--- src/rtl/uart_io_port.sv ---
// Memory-mapped 8N1 UART for the CPU io bus: DATA register at 0x1000, STATUS at 0x2000.
// TX and RX run independently; RX input is double-synchronized and sampled mid-bit.
module uart_io_port #(
  parameter int WIDTH    = 16,
  parameter int BAUD_DIV = 417
) (
  input  logic             clk,
  input  logic             resetq,
  input  logic             io_wr,
  input  logic [15:0]      mem_addr,
  input  logic [WIDTH-1:0] dout,
  output logic [WIDTH-1:0] io_din,
  input  logic             uart_rx,
  output logic             uart_tx
);

  localparam logic [15:0] ADDR_DATA   = 16'h1000;
  localparam logic [15:0] ADDR_STATUS = 16'h2000;
  localparam logic [15:0] BIT_LAST    = 16'(BAUD_DIV - 1);
  localparam logic [15:0] HALF_LAST   = 16'(BAUD_DIV / 2 - 1);

  localparam logic [1:0] S_IDLE  = 2'd0;
  localparam logic [1:0] S_START = 2'd1;
  localparam logic [1:0] S_DATA  = 2'd2;
  localparam logic [1:0] S_STOP  = 2'd3;

  logic        r_uart_tx;
  logic        r_tx_busy;
  logic [7:0]  r_tx_byte;
  logic [15:0] r_tx_cnt;
  logic [3:0]  r_tx_bit;

  logic        r_rx_s1;
  logic        r_rx_s2;
  logic [1:0]  r_rx_state;
  logic [15:0] r_rx_cnt;
  logic [2:0]  r_rx_bitn;
  logic [7:0]  r_rx_shift;
  logic [7:0]  r_rx_data;
  logic        r_rx_valid;
  logic        r_overrun;
  logic        r_framing_err;

  logic w_wr_data;
  logic w_wr_status;
  logic w_tx_accept;
  logic w_clr_valid;
  logic w_clr_overrun;
  logic w_clr_framing;
  logic w_stop_sample;
  logic w_rx_done;
  logic w_rx_bad;
  logic w_unused_dout;

  assign w_wr_data     = io_wr && (mem_addr == ADDR_DATA);
  assign w_wr_status   = io_wr && (mem_addr == ADDR_STATUS);
  assign w_tx_accept   = w_wr_data && !r_tx_busy;
  assign w_clr_valid   = w_wr_status && dout[1];
  assign w_clr_overrun = w_wr_status && dout[2];
  assign w_clr_framing = w_wr_status && dout[3];
  assign w_stop_sample = (r_rx_state == S_STOP) && (r_rx_cnt == BIT_LAST);
  assign w_rx_done     = w_stop_sample && r_rx_s2;
  assign w_rx_bad      = w_stop_sample && !r_rx_s2;
  assign w_unused_dout = &{1'b0, dout[WIDTH-1:8]};

  assign uart_tx = r_uart_tx;

  // r_tx_bit indexes the frame slot currently on the line: 0 start, 1..8 data, 9 stop.
  always_ff @(posedge clk or negedge resetq) begin
    if (!resetq) begin
      r_uart_tx <= 1'b1;
      r_tx_busy <= 1'b0;
      r_tx_byte <= 8'h00;
      r_tx_cnt  <= 16'd0;
      r_tx_bit  <= 4'd0;
    end else if (w_tx_accept) begin
      r_uart_tx <= 1'b0;
      r_tx_busy <= 1'b1;
      r_tx_byte <= dout[7:0];
      r_tx_cnt  <= 16'd0;
      r_tx_bit  <= 4'd0;
    end else if (r_tx_busy) begin
      if (r_tx_cnt == BIT_LAST) begin
        r_tx_cnt <= 16'd0;
        if (r_tx_bit == 4'd9) begin
          r_tx_busy <= 1'b0;
          r_uart_tx <= 1'b1;
          r_tx_bit  <= 4'd0;
        end else begin
          r_tx_bit  <= r_tx_bit + 4'd1;
          r_uart_tx <= (r_tx_bit == 4'd8) ? 1'b1 : r_tx_byte[r_tx_bit[2:0]];
        end
      end else begin
        r_tx_cnt <= r_tx_cnt + 16'd1;
      end
    end
  end

  always_ff @(posedge clk or negedge resetq) begin
    if (!resetq) begin
      r_rx_s1    <= 1'b1;
      r_rx_s2    <= 1'b1;
      r_rx_state <= S_IDLE;
      r_rx_cnt   <= 16'd0;
      r_rx_bitn  <= 3'd0;
      r_rx_shift <= 8'h00;
    end else begin
      r_rx_s1 <= uart_rx;
      r_rx_s2 <= r_rx_s1;
      case (r_rx_state)
        S_IDLE: begin
          r_rx_cnt <= 16'd0;
          if (!r_rx_s2) r_rx_state <= S_START;
        end
        // Re-check the start bit near its middle to reject short glitches.
        S_START: begin
          if (r_rx_cnt == HALF_LAST) begin
            r_rx_cnt   <= 16'd0;
            r_rx_bitn  <= 3'd0;
            r_rx_state <= r_rx_s2 ? S_IDLE : S_DATA;
          end else begin
            r_rx_cnt <= r_rx_cnt + 16'd1;
          end
        end
        S_DATA: begin
          if (r_rx_cnt == BIT_LAST) begin
            r_rx_cnt   <= 16'd0;
            r_rx_shift <= {r_rx_s2, r_rx_shift[7:1]};
            r_rx_bitn  <= r_rx_bitn + 3'd1;
            if (r_rx_bitn == 3'd7) r_rx_state <= S_STOP;
          end else begin
            r_rx_cnt <= r_rx_cnt + 16'd1;
          end
        end
        default: begin
          if (r_rx_cnt == BIT_LAST) begin
            r_rx_cnt   <= 16'd0;
            r_rx_state <= S_IDLE;
          end else begin
            r_rx_cnt <= r_rx_cnt + 16'd1;
          end
        end
      endcase
    end
  end

  // Status flags: a completing event always beats a same-cycle software clear.
  always_ff @(posedge clk or negedge resetq) begin
    if (!resetq) begin
      r_rx_data     <= 8'h00;
      r_rx_valid    <= 1'b0;
      r_overrun     <= 1'b0;
      r_framing_err <= 1'b0;
    end else begin
      if (w_rx_done) r_rx_data <= r_rx_shift;

      if (w_rx_done)        r_rx_valid <= 1'b1;
      else if (w_clr_valid) r_rx_valid <= 1'b0;

      if (w_rx_done && r_rx_valid && !w_clr_valid) r_overrun <= 1'b1;
      else if (w_clr_overrun)                      r_overrun <= 1'b0;

      if (w_rx_bad)           r_framing_err <= 1'b1;
      else if (w_clr_framing) r_framing_err <= 1'b0;
    end
  end

  always_comb begin
    io_din = '0;
    case (mem_addr)
      ADDR_DATA:   io_din = WIDTH'(r_rx_data);
      ADDR_STATUS: io_din = WIDTH'({r_framing_err, r_overrun, r_rx_valid, r_tx_busy});
      default:     io_din = '0;
    endcase
  end

endmodule

--- config.mk ---
export PLATFORM = sky130hd
export DESIGN_NAME = uart_io_port
export DESIGN_NICKNAME = d
export VERILOG_FILES = /design/src/rtl/uart_io_port.sv
export SDC_FILE = /design/constraint.sdc
export NUM_CORES = 1
export LEC_CHECK = 0
export ABC_AREA = 1
export CAP_MARGIN = 0
export CORE_MARGIN = 8
export CORE_UTILIZATION = 45
export DETAILED_ROUTE_END_ITERATION = 16
export PLACE_DENSITY = 0.67
export SLEW_MARGIN = 10
export SYNTH_ARGS = -nofsm -noshare
export SYNTH_HDL_FRONTEND = slang
export SYNTH_SLANG_ARGS = --single-unit
--- constraint.sdc ---
create_clock -name clk -period 2.7 [get_ports clk]
set_clock_uncertainty 0.15 [all_clocks]
set_input_delay 0.54 -clock clk [delete_from_list [all_inputs] [get_ports clk]]
set_output_delay 0.54 -clock clk [all_outputs]
set_load 0.005 [all_outputs]
==> summary.md, run 1 <==
| Metric | Value |
|---|---|
| Status | `complete, but fails checks` |
| Failing checks | `hold timing` |
| Most frequent cells in the layout | `168 x nand2_1, 73 x nor2_1, 69 x dfrtp_1` |
| Antenna viol nets, final | `0` |
| Post-route minimum period | `2583 ps` |
| CTS tree | `done` |
| Worst R2R Setup Slack | `890 ps` |
| Routed len/inst | `11.84 µm` |
| Cell count of the worst reg-to-reg path | `10` |
| Worst EP arrival | `1890 ps` |
| Startpoint class of the critical path | `input port` |
| Core Region | `0.008678 mm²` |
| DRT Pass-1 Iters | `5` |
| Syn. warnings | `0` |
| Via density per instance | `between 4 and 5` |
| CP endpoint kind | `output pin` |
| I/O Pins | `53` |
| Via count | `3,454` |
| Later-pin clock latency in the skew report | `360 ps` |
| CTS buffer count | `9` |
| Total GRT Usage | `14.81%` |
| Finished Core Util | `53.60%` |
| Wl on met1 | `3.776 mm` |
| Most common cell after layout, fill and taps aside | `nand2_1` |
| Vias in the first global route | `~3,400` |
| Pwr Density | `426.4 mW/mm²` |
| Hold slack final | `-9.257 ps` |
| Layout cell share with drive strength beyond 1 | `10.15%` |
| DRT Wirelength | `8.277 mm` |
| Fill cell count | `856` |
| P&R area growth vs syn | `16.08%` |
| Row cnt | `34` |
| Setup CP Type | `input port to output pin` |
| CTS root buf | `clkbuf_8` |
| Die W | `110.4 µm` |
| First-pass GRT wire length | `between 10 and 15 mm` |
| Largest net degree at the start of global routing | `54` |
| Placed cells | `682` |
| Avg Inst Size Synth | `~7.4 µm²` |
| Pwr Total | `1.984 mW` |
| Synth unique cells | `35` |
| Clk sink count | `72` |
| Top_reg_cell synth | `dfrtp_1` |
| Initial antenna violation count | `0` |
| Cell count after synthesis | `540` |
| Fmax | `387.2 MHz` |
| Initial Util | `between 40% and 50%` |
| Number of synthesized flops with an enable pin | `0` |
| Max-slew violations | `0` |
| #FFs+latches synth | `72` |
| Fin cells | `699` |
| Crit path largest cell delay | `390 ps` |
| WL met3 | `416 µm` |
| Endpoints failing setup | `0` |
| Clk pin slew, worst setup/hold paths | `90 ps` |
| Final Cycle Share | `95.66%` |
| GPL Wtd Cong | `0.8533` |
| Reg area | `about 0.0018 mm²` |
| # H-tree levels | `3` |
| Hpwl dp | `6.112 mm` |
| Critical Path Slowest Stage Cell | `clkdlybuf4s50_1` |
| Initial DRC Count | `~120` |
| Cell area after synthesis | `0.004008 mm²` |
| Die Area | `0.01218 mm²` |
| Post-synth ARST share | `100.0%` |
| Worst r2r src | `r_rx_cnt[0]$_DFF_PN0_` |
| Critical Path RT | `2010 ps` |
| Hold crit path type | `input port to asynchronous set/reset pin` |
| IR Drop Worst-Case VDD | `between 0.3 and 0.4 mV` |
| Endpoints failing hold | `18` |
| Reg-to-Reg End | `r_rx_shift[7]$_DFFE_PN0P_` |
| Metal2 WL | `3.896 mm` |
| Worst Path Max Fanout | `8` |
| Gr ovfl total | `0` |
| Diodes inserted | `0` |
| Fin nets | `628` |
| Post-synthesis sequential area ratio | `45.05%` |
| Clock Path Buffers | `2` |
| I/O Buffers | `36` |
| DRC | `0` |
| Die Y | `110.4 µm` |
| MaxCap Viol Count | `0` |
| Multi-input gate area | `0.001881 mm²` |
| Leakage power | `2.365 nW` |
| Uppermost layer routed | `met4` |
| Cell breakdown of the critical path | `clkdlybuf4s50_1 > nor2_1 > nand2_1 > nor2_4 > nand4_1 > buf_4 > nor2_2 > dlygate4sd2_1` |
==> per-layer routing <==
metal | global-route usage (%) | vias up
met5 | 0 | -
met4 | 6.375 | 0
met3 | 3.721 | 24
met2 | 24.77 | 81
met1 | 17.70 | 1568
li1 | - | 1781
==> cells in the mapped netlist (3+ instances only) <==
library cell  instances  share of area, %
a21oi_1               3              0.37
buf_2                 4              0.50
buf_4                 9               1.7
buf_6                 3              0.84
dfrtp_1              69                43
dfstp_2               3               2.0
ha_1                  6               1.9
inv_1                60               5.6
inv_2                 4              0.37
nand2_1             168                16
nand2_2               4              0.62
nand3_1              45               5.6
nand3b_1              3              0.56
nand4_1              11               1.7
nor2_1               75               7.0
nor2_2                9               1.4
nor3_1                3              0.37
o21ai_0              22               2.7
o21ai_1               8               1.0
o21bai_1              4              0.75
xor2_1                9               2.0
==> worst max-delay path by stage <==
stage	endpoint	startpoint	slack, ps
CTS	io_din[0]	mem_addr[1]	-10
detailed placement	io_din[0]	mem_addr[5]	-340
global placement	io_din[0]	mem_addr[7]	-340
global route	io_din[7]	mem_addr[1]	-20
floorplan	io_din[0]	mem_addr[7]	720
finish	io_din[7]	mem_addr[3]	120
==> layout make-up <==
cell class                 count  share of cell area, %
clock inverter                 7                  1.372
timing repair buffer          44                  8.661
clock buffer                   9                  2.663
inverter                      64                  5.164
sequential                    72                  38.81
multi-input combinational    395                  40.42
tap                          108                  2.905
==> cells by family (layout without fill, tap and decap cells) <==
logic type	Yosys count	count (layout)	share of synthesized area, %
adder cells (fa/ha/maj)	6	6	1.873
AO/OA/AOI/OAI	44	44	6.182
other	1	8	0.09357
buffers and inverters	80	124	9.023
AND/OR/NAND/NOR	328	328	35.81
XOR/XNOR	9	9	1.967
flip-flops	72	72	45.05
==> critical path, delay by kind of cell <==
family        cells  cell delay, ps
buf+inv           3             830
simple gates      5             520
==> repair_timing <==
action | 4_1_cts | 5_1_grt
hold buffers | 0 | 0
gates resized for setup | 11 | 11
buffers inserted | 1 | 0
endpoints found under the setup margin | 8 | 5
pin swaps | 1 | 0
==> through the flow <==
stage	TNS, ps	hold WS [ps]	setup slack, ps	area (µm²)
floorplan	0	94.41	717.2	4034
global placement	-1847	197.4	-342.1	4468
detailed placement	-1760	199.5	-335.1	4468
CTS	-12.06	3.516	-12.06	4656
global route	-61.57	18.39	-19.77	4652
finish	0	-9.257	117.0	4652
==> sequential cells by signal (all words and copies together) (netlist names) <==
register	cells
r_framing_err	1
r_overrun	1
r_rx_bitn	3
r_rx_cnt	16
r_rx_data	8
r_rx_s1	1
r_rx_s2	1
r_rx_shift	8
r_rx_state	2
r_rx_valid	1
r_tx_bit	4
r_tx_busy	1
r_tx_byte	8
r_tx_cnt	16
uart_tx	1
==> power breakdown <==
group | switching, mW | internal (mW)
registers | 0.000549 | 1.08
clock network | 0.467 | 0.354
logic | 0.0404 | 0.0415
Power figures use the tool's default switching activity.
==> inputs of run 2 (changes only) <==
--- a/config.mk
+++ b/config.mk
@@ -5,12 +5,11 @@
 export SDC_FILE = /design/constraint.sdc
 export NUM_CORES = 1
 export LEC_CHECK = 0
-export ABC_AREA = 1
 export CAP_MARGIN = 0
 export CORE_MARGIN = 8
 export CORE_UTILIZATION = 45
 export DETAILED_ROUTE_END_ITERATION = 16
-export PLACE_DENSITY = 0.67
+export PLACE_DENSITY = 0.68
 export SLEW_MARGIN = 10
 export SYNTH_ARGS = -nofsm -noshare
 export SYNTH_HDL_FRONTEND = slang
==> run 2 against run 1 <==
The flow now finishes without violations. Total power up 7.6%. Global-route usage grew 1.1 points. Register-to-register slack lost 470 ps. Routed wire length grew 3.2%. Critical path depth increased by 1. First-iteration DRC count shrank 15%. Largest cell class unchanged. Synthesized cell count shrank 32%. Flip-flop and latch count is the same.
==> summary.md, run 2 <==
| Metric | Value |
|---|---|
| Status | `completed` |
| Cell count after synthesis | `367 (-32%)` |
| Top Registers | `r_rx_cnt (16), r_tx_cnt (16)` |
| Fin cells | `537 (-23%)` |
| Hold slack final | `103.5 ps (+112.8 ps)` |
| Fill cell count | `739 (-14%)` |
| I/O Buffers | `36 (unchanged)` |
| Startpoint class of the critical path | `input port` |
| Core Region | `0.008217 mm² (-5.3%)` |
| Endpoints failing setup | `0 (unchanged)` |
| DRT Wirelength | `8.541 mm (+3.2%)` |
| Fmax | `380.7 MHz (-1.7%)` |
| Avg Inst Size Synth | `10.41 µm² (+40%)` |
| Slew @ Worst Pin | `780.7 ps` |
| Most frequent cell after synthesis | `dfrtp_1` |
| Most common cell after layout, fill and taps aside | `dfrtp_1` |
| Endpoints failing hold | `0 (-18)` |
| Crit path capture | `io_din[2]` |
| Critical Path RT | `2010 ps (about the same)` |
| Worst Path Max Fanout | `5 (-3)` |
| Via count | `3,068 (-11%)` |
| Post-route minimum period | `2627 ps (+44.06 ps)` |
| Die Y | `108.1 µm (-2.0%)` |
| Worst r2r src | `r_rx_cnt[0]$_DFF_PN0_` |
| Most frequent cells in the layout | `69 x dfrtp_1, 24 x inv_1, 24 x mux2_2` |
| Worst R2R Setup Slack | `420 ps (-470 ps)` |
| First-pass GRT wire length | `14.86 mm (+1.8%)` |
| # H-tree levels | `3 (unchanged)` |
| CTS root buf | `clkbuf_8` |
| Gr ovfl total | `0 (unchanged)` |
| Net Switching | `484.3 µW (-4.7%)` |
| Area share of the largest cell type after synthesis | `45.20% (+2.1 points)` |
| Hold crit path type | `input port to asynchronous set/reset pin` |
| Layout cell share with drive strength beyond 1 | `21.99% (+12 points)` |
| Placed cells | `512 (-25%)` |
| Reg-to-Reg End | `r_rx_shift[1]$_DFFE_PN0P_` |
| Post-synthesis sequential area ratio | `47.26% (+2.2 points)` |
| Post-Layout Inst Area | `0.004664 mm² (+0.27%)` |
| CTS tree | `done` |
| Final Cycle Share | `97.30% (+1.6 points)` |
| Routed len/inst | `15.91 µm (+34%)` |
| Clock share of power | `45.4% (+4.0 points)` |
| Cell count of the worst reg-to-reg path | `6 (-4)` |
| Cell Int Power | `1.651 mW (+12%)` |
| Multi-input gate area | `0.001876 mm² (-0.27%)` |
| Fin Setup TNS | `0 ps (unchanged)` |
| I/O Pins | `53 (unchanged)` |
| Cell taking the most area after synthesis | `dfrtp_1` |
| Clk sink count | `72 (unchanged)` |
| P&R area growth vs syn | `22.11%` |
| Diodes inserted | `0 (unchanged)` |
| Rel. slew slack | `47.95%` |
| Pwr Density | `457.7 mW/mm² (+7.4%)` |
| Initial DRC Count | `104 (-15%)` |
| GPL Wtd Cong | `0.8657 (+1.5%)` |
| Cell area after synthesis | `0.003820 mm² (-4.7%)` |
| Reg area | `0.001805 mm² (unchanged)` |
| Sw Ratio | `22.68% (-2.9 points)` |
| Placed Area | `0.004360 mm² (-2.4%)` |
| Comb pwr share | `3.9% (-0.2 points)` |
| Die Area | `0.01169 mm² (-4.0%)` |
| Syn. warnings | `0 (unchanged)` |
| Vias in the first global route | `3,126 (-6.8%)` |
| Leakage power | `2.041 nW (-14%)` |
| IR Drop Worst-Case VDD | `0.2914 mV (-18%)` |
| Pre-CTS WS | `-543.2 ps (-208.1 ps)` |
| Fin nets | `469 (-25%)` |
| CTS buffer count | `9 (unchanged)` |
| Initial Util | `46.49% (+0.31 points)` |
| Number of synthesized flops with an enable pin | `0 (unchanged)` |
| Largest net degree at the start of global routing | `33 (-39%)` |
| DRT Pass-1 Iters | `4 (-1)` |
| Synth unique cells | `57 (+63%)` |
| Post-route worst setup slack | `72.98 ps (-44.06 ps)` |
| Total GRT Usage | `15.87% (+1.1 points)` |
| RSZ-0062 raised after global routing | `no` |
| Initial antenna violation count | `0 (unchanged)` |
| Clk pin slew, worst setup/hold paths | `80 ps (about the same)` |
| Clock Path Buffers | `2 (unchanged)` |
| Crit path launch | `mem_addr[3]` |
| Top_reg_cell synth | `dfrtp_1` |
| Later-pin clock latency in the skew report | `350 ps (about the same)` |
| Antenna viol nets, final | `0 (unchanged)` |
| Worst EP arrival | `1940 ps (+50 ps)` |
| Post-synth ARST share | `100.0% (unchanged)` |
| Via density per instance | `5.713 (+16%)` |
| Row cnt | `33 (-2.9%)` |
| Setup CP Type | `input port to output pin` |
| Die W | `108.1 µm (-2.0%)` |
| Finished Core Util | `56.77% (+3.2 points)` |
| #FFs+latches synth | `72 (unchanged)` |
| Synth top cells by count | `69 x dfrtp_1, 24 x inv_1, 24 x mux2_2` |
| CP endpoint kind | `output pin` |
| MaxCap Viol Count | `0 (unchanged)` |
| Top post-synthesis cells by area | `dfrtp_1 45%, mux2_2 7.1%, nand4_1 3.4%` |
| DRC | `0 (unchanged)` |
| Hpwl dp | `6.005 mm (-1.8%)` |
| Reg power frac | `50.6% (-3.9 points)` |
| Pwr Total | `2.135 mW (+7.6%)` |
| Max-slew violations | `0 (unchanged)` |
run 2: cell types whose count changed in the layout (fill, tap and decap cells not counted), sizes merged, moves of 11 or more:
| cell | delta |
|---|---|
| inv | -42 |
| nand2 | -160 |
| mux2 | +24 |
| nor2 | -63 |
| nand4 | +11 |
| buf | +26 |
| nand3 | -26 |
| nor4 | +11 |
| clkdlybuf4s50 | -12 |
| o21ai | -11 |
run 2: worst min path at each step:
| stage | startpoint | to | slack, ps | cells after the start |
|---|---|---|---|---|
| after floorplan | resetq | r_framing_err$_DFFE_PN0P_ | 90 | 0 |
| after global placement | r_rx_s1$_DFF_PN1_ | r_rx_s2$_DFF_PN1_ | 200 | 0 |
| after detailed placement | r_rx_s1$_DFF_PN1_ | r_rx_s2$_DFF_PN1_ | 200 | 0 |
| after CTS | resetq | r_tx_byte[4]$_DFFE_PN0P_ | 120 | 1 |
| after global routing | resetq | r_tx_byte[4]$_DFFE_PN0P_ | 160 | 1 |
| final | resetq | r_tx_byte[4]$_DFFE_PN0P_ | 100 | 1 |
run 2: power by group through the flow:
stage | sequential [mW] | clock [mW] | combinational, mW
global placement | 1.10 | 0 | 0.0841
CTS | 1.08 | 1.01 | 0.0830
detailed placement | 1.10 | 0 | 0.0857
global route | 1.08 | 1.05 | 0.0938
floorplan | 1.10 | 0 | 0.0193
finish | 1.08 | 0.970 | 0.0839
run 2: routing by layer:
metal	up-vias	global-route usage [%]	wire, µm
met5	-	0	0
met4	0	6.739	125
met3	15	4.402	438
met2	54	26.11	4241
met1	1521	19.08	3736
li1	1478	-	-
run 2: area by class of cell:
type / instances / share of cell area [%]
repair buffers: 63 / 11.45
inverters: 24 / 1.931
clock buffers: 9 / 2.656
clock inverters: 7 / 2.226
well taps: 105 / 2.817
multi-input cells: 257 / 40.21
flip-flops and latches: 72 / 38.71
run 2: logic make-up (layout without fill, tap and decap cells):
kind of cell / count (synthesis) / count (layout) / share of synthesized area, %
buf+inv: 45 / 103 / 5.503
other cells: 1 / 8 / 0.09817
fa+ha+maj: 6 / 6 / 1.965
simple gates: 140 / 140 / 21.98
xor+xnor: 13 / 13 / 2.981
flops: 72 / 72 / 47.27
mux: 30 / 30 / 9.302
compound gates: 60 / 60 / 10.91
run 2: critical path, stage by stage:
cell and delay (ps):
dlygate4sd2_1 240, nor4_2 220, buf_4 170, nand4_4 140, nor2_4 140, buf_6 120
buf_6 100, a22o_1 150, buf_2 120
run 2: repair_timing:
action	4_1_cts	5_1_grt
buffers inserted	7	3
endpoints found under the hold margin	0	0
pin swaps	8	6
gates resized for setup	52	13
endpoints found under the setup margin	8	8
gates cloned	0	0
hold buffers	0	0
